File: src/rtl/apb_fll_mc_pkg.sv
// Shared types and constants for the multi-channel APB-to-FLL configuration bridge.
package apb_fll_mc_pkg;

    typedef enum logic [2:0] {
        StIdle,
        StReq,
        StResp,
        StErr,
        StWaitLow
    } fll_state_e;

    localparam logic [5:0] LOCK_STATUS_IDX = 6'd48;
    localparam logic [5:0] LOCK_LOST_IDX   = 6'd49;
    localparam logic [5:0] TIMEOUT_CFG_IDX = 6'd50;

    localparam int unsigned TIMEOUT_W = 16;

endpackage

File: src/rtl/apb_fll_mc_if_if.sv
// APB slave-side bus bundle for the FLL configuration bridge.
interface apb_fll_mc_if_if #(
    parameter int unsigned APB_ADDR_WIDTH = 12
);
    logic [APB_ADDR_WIDTH-1:0] PADDR;
    logic [31:0]               PWDATA;
    logic                      PWRITE;
    logic                      PSEL;
    logic                      PENABLE;
    logic [31:0]               PRDATA;
    logic                      PREADY;
    logic                      PSLVERR;

    modport master (
        output PADDR, PWDATA, PWRITE, PSEL, PENABLE,
        input  PRDATA, PREADY, PSLVERR
    );

    modport slave (
        input  PADDR, PWDATA, PWRITE, PSEL, PENABLE,
        output PRDATA, PREADY, PSLVERR
    );
endinterface

File: src/rtl/apb_fll_mc_sync.sv
// Multi-bit flop synchroniser; each bit is an independent level, no bus coherency implied.
module apb_fll_mc_sync #(
    parameter int unsigned WIDTH       = 1,
    parameter int unsigned SYNC_STAGES = 2
) (
    input  logic             clk_i,
    input  logic             rst_i,
    input  logic [WIDTH-1:0] d_i,
    output logic [WIDTH-1:0] q_o
);

    logic [SYNC_STAGES-1:0][WIDTH-1:0] stage_q, stage_d;

    always_comb begin
        stage_d = {stage_q[SYNC_STAGES-2:0], d_i};
    end

    always_ff @(posedge clk_i) begin
        if (rst_i) begin
            stage_q <= '0;
        end else begin
            stage_q <= stage_d;
        end
    end

    assign q_o = stage_q[SYNC_STAGES-1];

endmodule

File: src/rtl/apb_fll_mc_if.sv
// APB slave fanning out to NUM_FLL FLL config ports over a four-phase req/ack handshake,
// with lock monitoring, sticky loss-of-lock flags and a programmable handshake timeout.
module apb_fll_mc_if
    import apb_fll_mc_pkg::*;
#(
    parameter int unsigned NUM_FLL         = 4,
    parameter int unsigned APB_ADDR_WIDTH  = 12,
    parameter int unsigned SYNC_STAGES     = 2,
    parameter int unsigned TIMEOUT_DEFAULT = 1024
) (
    input  logic                    HCLK,
    input  logic                    HRESET,
    apb_fll_mc_if_if.slave          apb,
    output logic [NUM_FLL-1:0]      fll_req_o,
    output logic                    fll_wrn_o,
    output logic [1:0]              fll_add_o,
    output logic [31:0]             fll_data_o,
    input  logic [NUM_FLL-1:0]      fll_ack_i,
    input  logic [32*NUM_FLL-1:0]   fll_r_data_i,
    input  logic [NUM_FLL-1:0]      fll_lock_i
);

    localparam logic [5:0]           ChanWords  = 6'(4 * NUM_FLL);
    localparam logic [TIMEOUT_W-1:0] TimeoutRst = TIMEOUT_W'(TIMEOUT_DEFAULT);

    fll_state_e             state_q, state_d;
    logic [NUM_FLL-1:0]     req_q, req_d;
    logic [NUM_FLL-1:0]     sel_q, sel_d;
    logic                   wrn_q, wrn_d;
    logic [1:0]             add_q, add_d;
    logic [31:0]            data_q, data_d;
    logic [TIMEOUT_W-1:0]   cnt_q, cnt_d;
    logic [TIMEOUT_W-1:0]   tmo_cfg_q, tmo_cfg_d;
    logic [31:0]            prdata_q, prdata_d;
    logic                   pready_q, pready_d;
    logic                   pslverr_q, pslverr_d;
    logic [NUM_FLL-1:0]     lock_lost_q, lock_lost_d;
    logic [NUM_FLL-1:0]     lock_prev_q, lock_prev_d;

    logic [NUM_FLL-1:0]     ack_sync, lock_sync;
    logic [NUM_FLL-1:0]     hit_sel;
    logic [31:0]            rdata_c, local_rdata;
    logic [5:0]             word;
    logic                   access, chan_hit, local_hit, local_acc, local_wr, ack_c;
    logic                   unused_paddr;

    apb_fll_mc_sync #(
        .WIDTH       (NUM_FLL),
        .SYNC_STAGES (SYNC_STAGES)
    ) u_ack_sync (
        .clk_i (HCLK),
        .rst_i (HRESET),
        .d_i   (fll_ack_i),
        .q_o   (ack_sync)
    );

    apb_fll_mc_sync #(
        .WIDTH       (NUM_FLL),
        .SYNC_STAGES (SYNC_STAGES)
    ) u_lock_sync (
        .clk_i (HCLK),
        .rst_i (HRESET),
        .d_i   (fll_lock_i),
        .q_o   (lock_sync)
    );

    assign word         = apb.PADDR[7:2];
    assign unused_paddr = ^{apb.PADDR[APB_ADDR_WIDTH-1:8], apb.PADDR[1:0]};
    assign access       = apb.PSEL & apb.PENABLE;
    assign chan_hit     = (word < ChanWords);
    assign local_hit    = (word == LOCK_STATUS_IDX) | (word == LOCK_LOST_IDX) |
                          (word == TIMEOUT_CFG_IDX);
    // Everything that is not a channel word completes in the access phase, including errors.
    assign local_acc    = access & ~chan_hit;
    assign local_wr     = local_acc & apb.PWRITE;
    assign ack_c        = |(ack_sync & sel_q);

    always_comb begin
        hit_sel = '0;
        rdata_c = '0;
        for (int unsigned c = 0; c < NUM_FLL; c++) begin
            hit_sel[c] = (word[5:2] == 4'(c));
            if (sel_q[c]) begin
                rdata_c = rdata_c | fll_r_data_i[32*c +: 32];
            end
        end
    end

    always_comb begin
        local_rdata = '0;
        case (word)
            LOCK_STATUS_IDX: local_rdata = 32'(lock_sync);
            LOCK_LOST_IDX:   local_rdata = 32'(lock_lost_q);
            TIMEOUT_CFG_IDX: local_rdata = 32'(tmo_cfg_q);
            default:         local_rdata = '0;
        endcase
    end

    always_comb begin
        lock_prev_d = lock_sync;
        tmo_cfg_d   = tmo_cfg_q;
        lock_lost_d = lock_lost_q;
        if (local_wr && word == TIMEOUT_CFG_IDX) begin
            tmo_cfg_d = apb.PWDATA[TIMEOUT_W-1:0];
        end
        if (local_wr && word == LOCK_LOST_IDX) begin
            lock_lost_d = lock_lost_d & ~apb.PWDATA[NUM_FLL-1:0];
        end
        // Applied after the clear so a coincident falling lock edge is never lost.
        lock_lost_d = lock_lost_d | (lock_prev_q & ~lock_sync);
    end

    always_comb begin
        state_d   = state_q;
        req_d     = req_q;
        sel_d     = sel_q;
        wrn_d     = wrn_q;
        add_d     = add_q;
        data_d    = data_q;
        cnt_d     = cnt_q;
        prdata_d  = '0;
        pready_d  = 1'b0;
        pslverr_d = 1'b0;

        case (state_q)
            StIdle: begin
                if (access && chan_hit) begin
                    sel_d   = hit_sel;
                    req_d   = hit_sel;
                    wrn_d   = ~apb.PWRITE;
                    add_d   = apb.PADDR[3:2];
                    data_d  = apb.PWDATA;
                    cnt_d   = '0;
                    state_d = StReq;
                end
            end
            StReq: begin
                cnt_d = cnt_q + TIMEOUT_W'(1);
                if (ack_c) begin
                    prdata_d = wrn_q ? rdata_c : '0;
                    pready_d = 1'b1;
                    req_d    = '0;
                    state_d  = StResp;
                end else if (tmo_cfg_q != '0 && cnt_q == tmo_cfg_q - TIMEOUT_W'(1)) begin
                    pready_d  = 1'b1;
                    pslverr_d = 1'b1;
                    req_d     = '0;
                    state_d   = StErr;
                end
            end
            StResp, StErr: begin
                state_d = StWaitLow;
            end
            StWaitLow: begin
                if (!ack_c) begin
                    sel_d   = '0;
                    wrn_d   = 1'b1;
                    add_d   = '0;
                    data_d  = '0;
                    state_d = StIdle;
                end
            end
            default: begin
                req_d   = '0;
                state_d = StIdle;
            end
        endcase
    end

    always_ff @(posedge HCLK) begin
        if (HRESET) begin
            state_q     <= StIdle;
            req_q       <= '0;
            sel_q       <= '0;
            wrn_q       <= 1'b1;
            add_q       <= '0;
            data_q      <= '0;
            cnt_q       <= '0;
            tmo_cfg_q   <= TimeoutRst;
            prdata_q    <= '0;
            pready_q    <= 1'b0;
            pslverr_q   <= 1'b0;
            lock_lost_q <= '0;
            lock_prev_q <= '0;
        end else begin
            state_q     <= state_d;
            req_q       <= req_d;
            sel_q       <= sel_d;
            wrn_q       <= wrn_d;
            add_q       <= add_d;
            data_q      <= data_d;
            cnt_q       <= cnt_d;
            tmo_cfg_q   <= tmo_cfg_d;
            prdata_q    <= prdata_d;
            pready_q    <= pready_d;
            pslverr_q   <= pslverr_d;
            lock_lost_q <= lock_lost_d;
            lock_prev_q <= lock_prev_d;
        end
    end

    assign fll_req_o   = req_q;
    assign fll_wrn_o   = wrn_q;
    assign fll_add_o   = add_q;
    assign fll_data_o  = data_q;

    assign apb.PREADY  = local_acc ? 1'b1       : pready_q;
    assign apb.PSLVERR = local_acc ? ~local_hit : pslverr_q;
    assign apb.PRDATA  = local_acc ? local_rdata : prdata_q;

endmodule
File: src/flat_wrapper.sv
// flat-port wrapper written by rule: the top's interface ports become plain ports
module apb_fll_mc_if_flat import apb_fll_mc_pkg::*;
#(
    parameter int unsigned NUM_FLL         = 4,
    parameter int unsigned APB_ADDR_WIDTH  = 12,
    parameter int unsigned SYNC_STAGES     = 2,
    parameter int unsigned TIMEOUT_DEFAULT = 1024
)
  (HCLK, HRESET, fll_req_o, fll_wrn_o, fll_add_o, fll_data_o, fll_ack_i, fll_r_data_i, fll_lock_i, apb_PADDR, apb_PWDATA, apb_PWRITE, apb_PSEL, apb_PENABLE, apb_PRDATA, apb_PREADY, apb_PSLVERR);
  apb_fll_mc_if_if #(.APB_ADDR_WIDTH(APB_ADDR_WIDTH)) apb_i ();
  input  logic HCLK;
  input  logic HRESET;
  output logic [NUM_FLL-1:0] fll_req_o;
  output logic fll_wrn_o;
  output logic [1:0] fll_add_o;
  output logic [31:0] fll_data_o;
  input  logic [NUM_FLL-1:0] fll_ack_i;
  input  logic [32*NUM_FLL-1:0] fll_r_data_i;
  input  logic [NUM_FLL-1:0] fll_lock_i;
  input wire logic [$bits(apb_i.PADDR)-1:0] apb_PADDR;
  input wire logic [$bits(apb_i.PWDATA)-1:0] apb_PWDATA;
  input wire logic [$bits(apb_i.PWRITE)-1:0] apb_PWRITE;
  input wire logic [$bits(apb_i.PSEL)-1:0] apb_PSEL;
  input wire logic [$bits(apb_i.PENABLE)-1:0] apb_PENABLE;
  output wire logic [$bits(apb_i.PRDATA)-1:0] apb_PRDATA;
  output wire logic [$bits(apb_i.PREADY)-1:0] apb_PREADY;
  output wire logic [$bits(apb_i.PSLVERR)-1:0] apb_PSLVERR;
  assign apb_i.PADDR = apb_PADDR;
  assign apb_i.PWDATA = apb_PWDATA;
  assign apb_i.PWRITE = apb_PWRITE;
  assign apb_i.PSEL = apb_PSEL;
  assign apb_i.PENABLE = apb_PENABLE;
  assign apb_PRDATA = apb_i.PRDATA;
  assign apb_PREADY = apb_i.PREADY;
  assign apb_PSLVERR = apb_i.PSLVERR;
  apb_fll_mc_if #(.NUM_FLL(NUM_FLL), .APB_ADDR_WIDTH(APB_ADDR_WIDTH), .SYNC_STAGES(SYNC_STAGES), .TIMEOUT_DEFAULT(TIMEOUT_DEFAULT)) u_core (.HCLK(HCLK), .HRESET(HRESET), .apb(apb_i), .fll_req_o(fll_req_o), .fll_wrn_o(fll_wrn_o), .fll_add_o(fll_add_o), .fll_data_o(fll_data_o), .fll_ack_i(fll_ack_i), .fll_r_data_i(fll_r_data_i), .fll_lock_i(fll_lock_i));
endmodule
File: config.mk
export PLATFORM = sky130hd
export DESIGN_NAME = apb_fll_mc_if_flat
export DESIGN_NICKNAME = d
export VERILOG_FILES = /design/src/rtl/apb_fll_mc_pkg.sv /design/src/rtl/apb_fll_mc_if_if.sv /design/src/rtl/apb_fll_mc_sync.sv /design/src/rtl/apb_fll_mc_if.sv /design/src/flat_wrapper.sv
export SDC_FILE = /design/constraint.sdc
export NUM_CORES = 1
export LEC_CHECK = 0
export ABC_AREA = 0
export ABC_CLOCK_PERIOD_IN_PS = 2600
export BUFFER_PORTS_ARGS = -buffer_cell sky130_fd_sc_hd__buf_4
export CAP_MARGIN = 20
export CORE_ASPECT_RATIO = 0.7
export CORE_UTILIZATION = 43
export DETAILED_ROUTE_END_ITERATION = 12
export PLACE_DENSITY = 0.83
export SLEW_MARGIN = 10
export SYNTH_ARGS = -nofsm -noshare
export SYNTH_HDL_FRONTEND = slang
export SYNTH_SLANG_ARGS = --single-unit
export TNS_END_PERCENT = 50
File: constraint.sdc
create_clock -name HCLK -period 2.6 [get_ports HCLK]
set_input_delay 0.39 -clock HCLK [delete_from_list [all_inputs] [get_ports HCLK]]
set_output_delay 0.39 -clock HCLK [all_outputs]
set_load 0.05 [all_outputs]
==> out/results.ini <==
[timing]
setup_viol = 0
skew_ps = 11.3
hold_viol_final = 0
hold_ws_ps = 184
slew_violations = 0
period_share_pct = 97.9
worstMarginPinSlew_ps = 715
layout_min_cycle_time_ps = 2550
fmax_mhz = 393
rsz0062_at_grt = true
relSlewSlack_pct = 51.9

[yosys]
synth_area_per_cell_um2 = 8.55
async_reset_ff_share_pct = 0
synth.area.top_cells = dfxtp_1 (44%), a22oi_1 (12%), a21oi_1 (6.3%)
ys.flop_type = dfxtp_1
synth_edf_count = 0
synth_nets = 904
syn_area_um2 = 6120
ys_warn_count = 0
synth_top_area_share_pct = 44.5
yosysMostFrequentCell = dfxtp_1
synth_seq_area_share_pct = 44.5
ys_types = 52
ys_seq_elements = 136
synth_top_cell_by_area = dfxtp_1
synth_common_cells = dfxtp_1 (136), a22oi_1 (97), a21oi_1 (77)
netlist_instances = 716

[cells_and_area]
n_antenna_cell = 0
drive_gt1_share_pct = 33.6
fin_area_um2 = 8890
area_growth_pct = 45.3
fin_nets = 1146

[clocking]
hold_buffers = 0
cts_buffers = 17
clk_pin_slew_ps = 60
cts_sinks = 136
cts_buffer_depth = 2
htreeDepth = 4
clock_latency_ps = 420
root_buffer = clkbuf_16
cts_tree = yes

[route]
viasPerCell = 5.64
met3_length_um = 2160
dr.max_layer_used = met4
drt.antenna.violating_nets = 0
wl_met1_um = 8780
drc_errors = 0
drt_iter0_drc = 512
drt_wl_total_um = 20600
met2WireLength_um = 9390
avgRoutedWirePerCell_um = 17.7
dr.pass1.iters = 5
vias = 6546

[setup_path]
cp.depth = 10
cp-end-kind = flop
cp-start-kind = flop
critPathBufInv = 1
crit_path_top_delay_cell = or4_4
timing.rr.start = u_core.tmo_cfg_q[1]$_SDFFE_PP0P_
critPathTopFamily = simple AND/OR/NAND/NOR gates
r2r_cells = 10
arrival_ps = 2900
path_cells = inv_2, ha_4, or3b_4, or4_4, a21o_1, nor4_2, nand4_1, and4b_4, nand4bb_1, a21oi_1
path_class = flop to flop
cp_data_required_time_ps = 2950
r2r-end = u_core.fll_req_o[1]$_SDFFE_PP0P_
startpoint = u_core.tmo_cfg_q[1]$_SDFFE_PP0P_
path_max_fanout = 5
crit_end = u_core.fll_req_o[1]$_SDFFE_PP0P_
critPathMaxStageDelay_ps = 510
reg2reg_slack_ps = 50

[die]
die_x_um = 145
pin_count = 258
core_um2 = 13900
die_h_um = 102
rows = 36
die_area_um2 = 14700
start_util_pct = 44.0

[place]
hpwl_um = 15200
placed_area_um2 = 8270
io_buffer_count = 251
place_congestion = 0.927

[hold_path]
hold_path.class = primary input to flop
min_from = fll_lock_i[0]

[power]
power_density_nw_per_um2 = 566
ir_worst_vdd_mv = 0.417
p_leak_nw = 3.60

[outcome]
status = finished, final reports clean

[global_routing]
grt_usage_pct = 27.9
grt_pass1_wl_um = 31000
grt_overflow = 0
grt_max_degree = 43
grt_pass1_vias = 6186
antenna_found_initial = 0

[job]
cap_violations = 0

-- logic make-up after synthesis --
family          synth area share (%)
flops                           44.5
compound gates                  26.7
buf+inv                         4.46
fa+ha+maj                      0.613
mux                            0.654
xor+xnor                        2.80
simple gates                    20.3
-- report_power, final --
group / switching (mW) / internal (mW) / leakage (nW)
logic: 0.199 / 0.234 / 2.22
clock network: 0.955 / 1.52 / 0.279
registers: 0.0161 / 2.11 / 1.10
-- cells in the final DEF (no fill, tap or decap), types with 12 or more instances in the layout --
cell type    n
a22o_1      16
and2_1      19
buf_4      281
nand2_1     49
a22oi_1     97
clkbuf_16   17
dfxtp_1    135
nor2b_1     23
a21oi_1     77
xnor2_1     12
nand3_1     16
nor2_1      65
o21ai_0     21
-- state kept, by name (all words and copies together), names as in the netlist, 2 cells and up --
| register | flops |
|---|---|
| u_core.fll_add_o | 2 |
| u_core.u_lock_sync.stage_d | 4 |
| u_core.lock_lost_q | 4 |
| u_core.prdata_q | 32 |
| u_core.u_ack_sync.q_o | 4 |
| u_core.fll_req_o | 4 |
| u_core.state_q | 3 |
| u_core.tmo_cfg_q | 16 |
| u_core.u_ack_sync.stage_d | 4 |
| u_core.cnt_q | 16 |
| u_core.u_lock_sync.q_o | 4 |
| u_core.lock_prev_q | 4 |
| u_core.fll_data_o | 32 |
| u_core.sel_q | 4 |
-- area by class of cell --
type | count | area [µm²]
clock buffer | 19 | 433
clock inverter | 13 | 170
fill | 1147 | 5020
inverter | 9 | 33.8
multi-input combinational | 512 | 3170
sequential | 136 | 2720
tap | 190 | 238
timing repair buffer | 282 | 2130
-- stage by stage --
stage	util, %	instances	power, mW	TNS (ps)	worst slack [ps]
final	63.9	1161	5.04	0	53.3
after global routing	63.9	1161	5.20	-61.0	-40.3
after CTS	63.7	1161	5.06	0	20.7
after detailed placement	59.4	1129	2.60	0	45.6
after global placement	59.4	1129	2.59	0	75.9
after floorplan	-	716	2.32	0	2.26
-- repair_timing --
action                                  4_1_cts  5_1_grt
resized for setup                             0        8
endpoints found under the setup margin        0        5
setup buffers                                 0        0
-- how the worst min path moves through the flow --
stage | endpoint | slack [ps] | depth (start not counted)
detailed placement | u_core.u_lock_sync.q_o[2]$_SDFF_PP0_ | 420 | 1
global route | u_core.u_lock_sync.stage_d[4]$_SDFF_PP0_ | 170 | 2
CTS | u_core.u_lock_sync.stage_d[6]$_SDFF_PP0_ | 180 | 2
global placement | u_core.u_ack_sync.q_o[1]$_SDFF_PP0_ | 420 | 1
floorplan | u_core.u_ack_sync.q_o[0]$_SDFF_PP0_ | 410 | 1
finish | u_core.u_lock_sync.stage_d[4]$_SDFF_PP0_ | 180 | 2
-- worst register-to-register path: cells and delay by family (launching register included) --
| kind | cells | cell delay, ps |
|---|---|---|
| AOI/OAI and AO/OA | 2 | 320 |
| adders and majority gates | 1 | 130 |
| buffers and inverters | 1 | 80 |
| DFF | 1 | 320 |
| and+or+nand+nor | 6 | 1630 |
-- layer usage --
metal,global-route usage [%],vias up
li1,-,3101
met1,35.6,3054
met5,0,-
met4,7.77,0
met3,8.01,24
met2,46.3,367
Power figures use the tool's default switching activity.
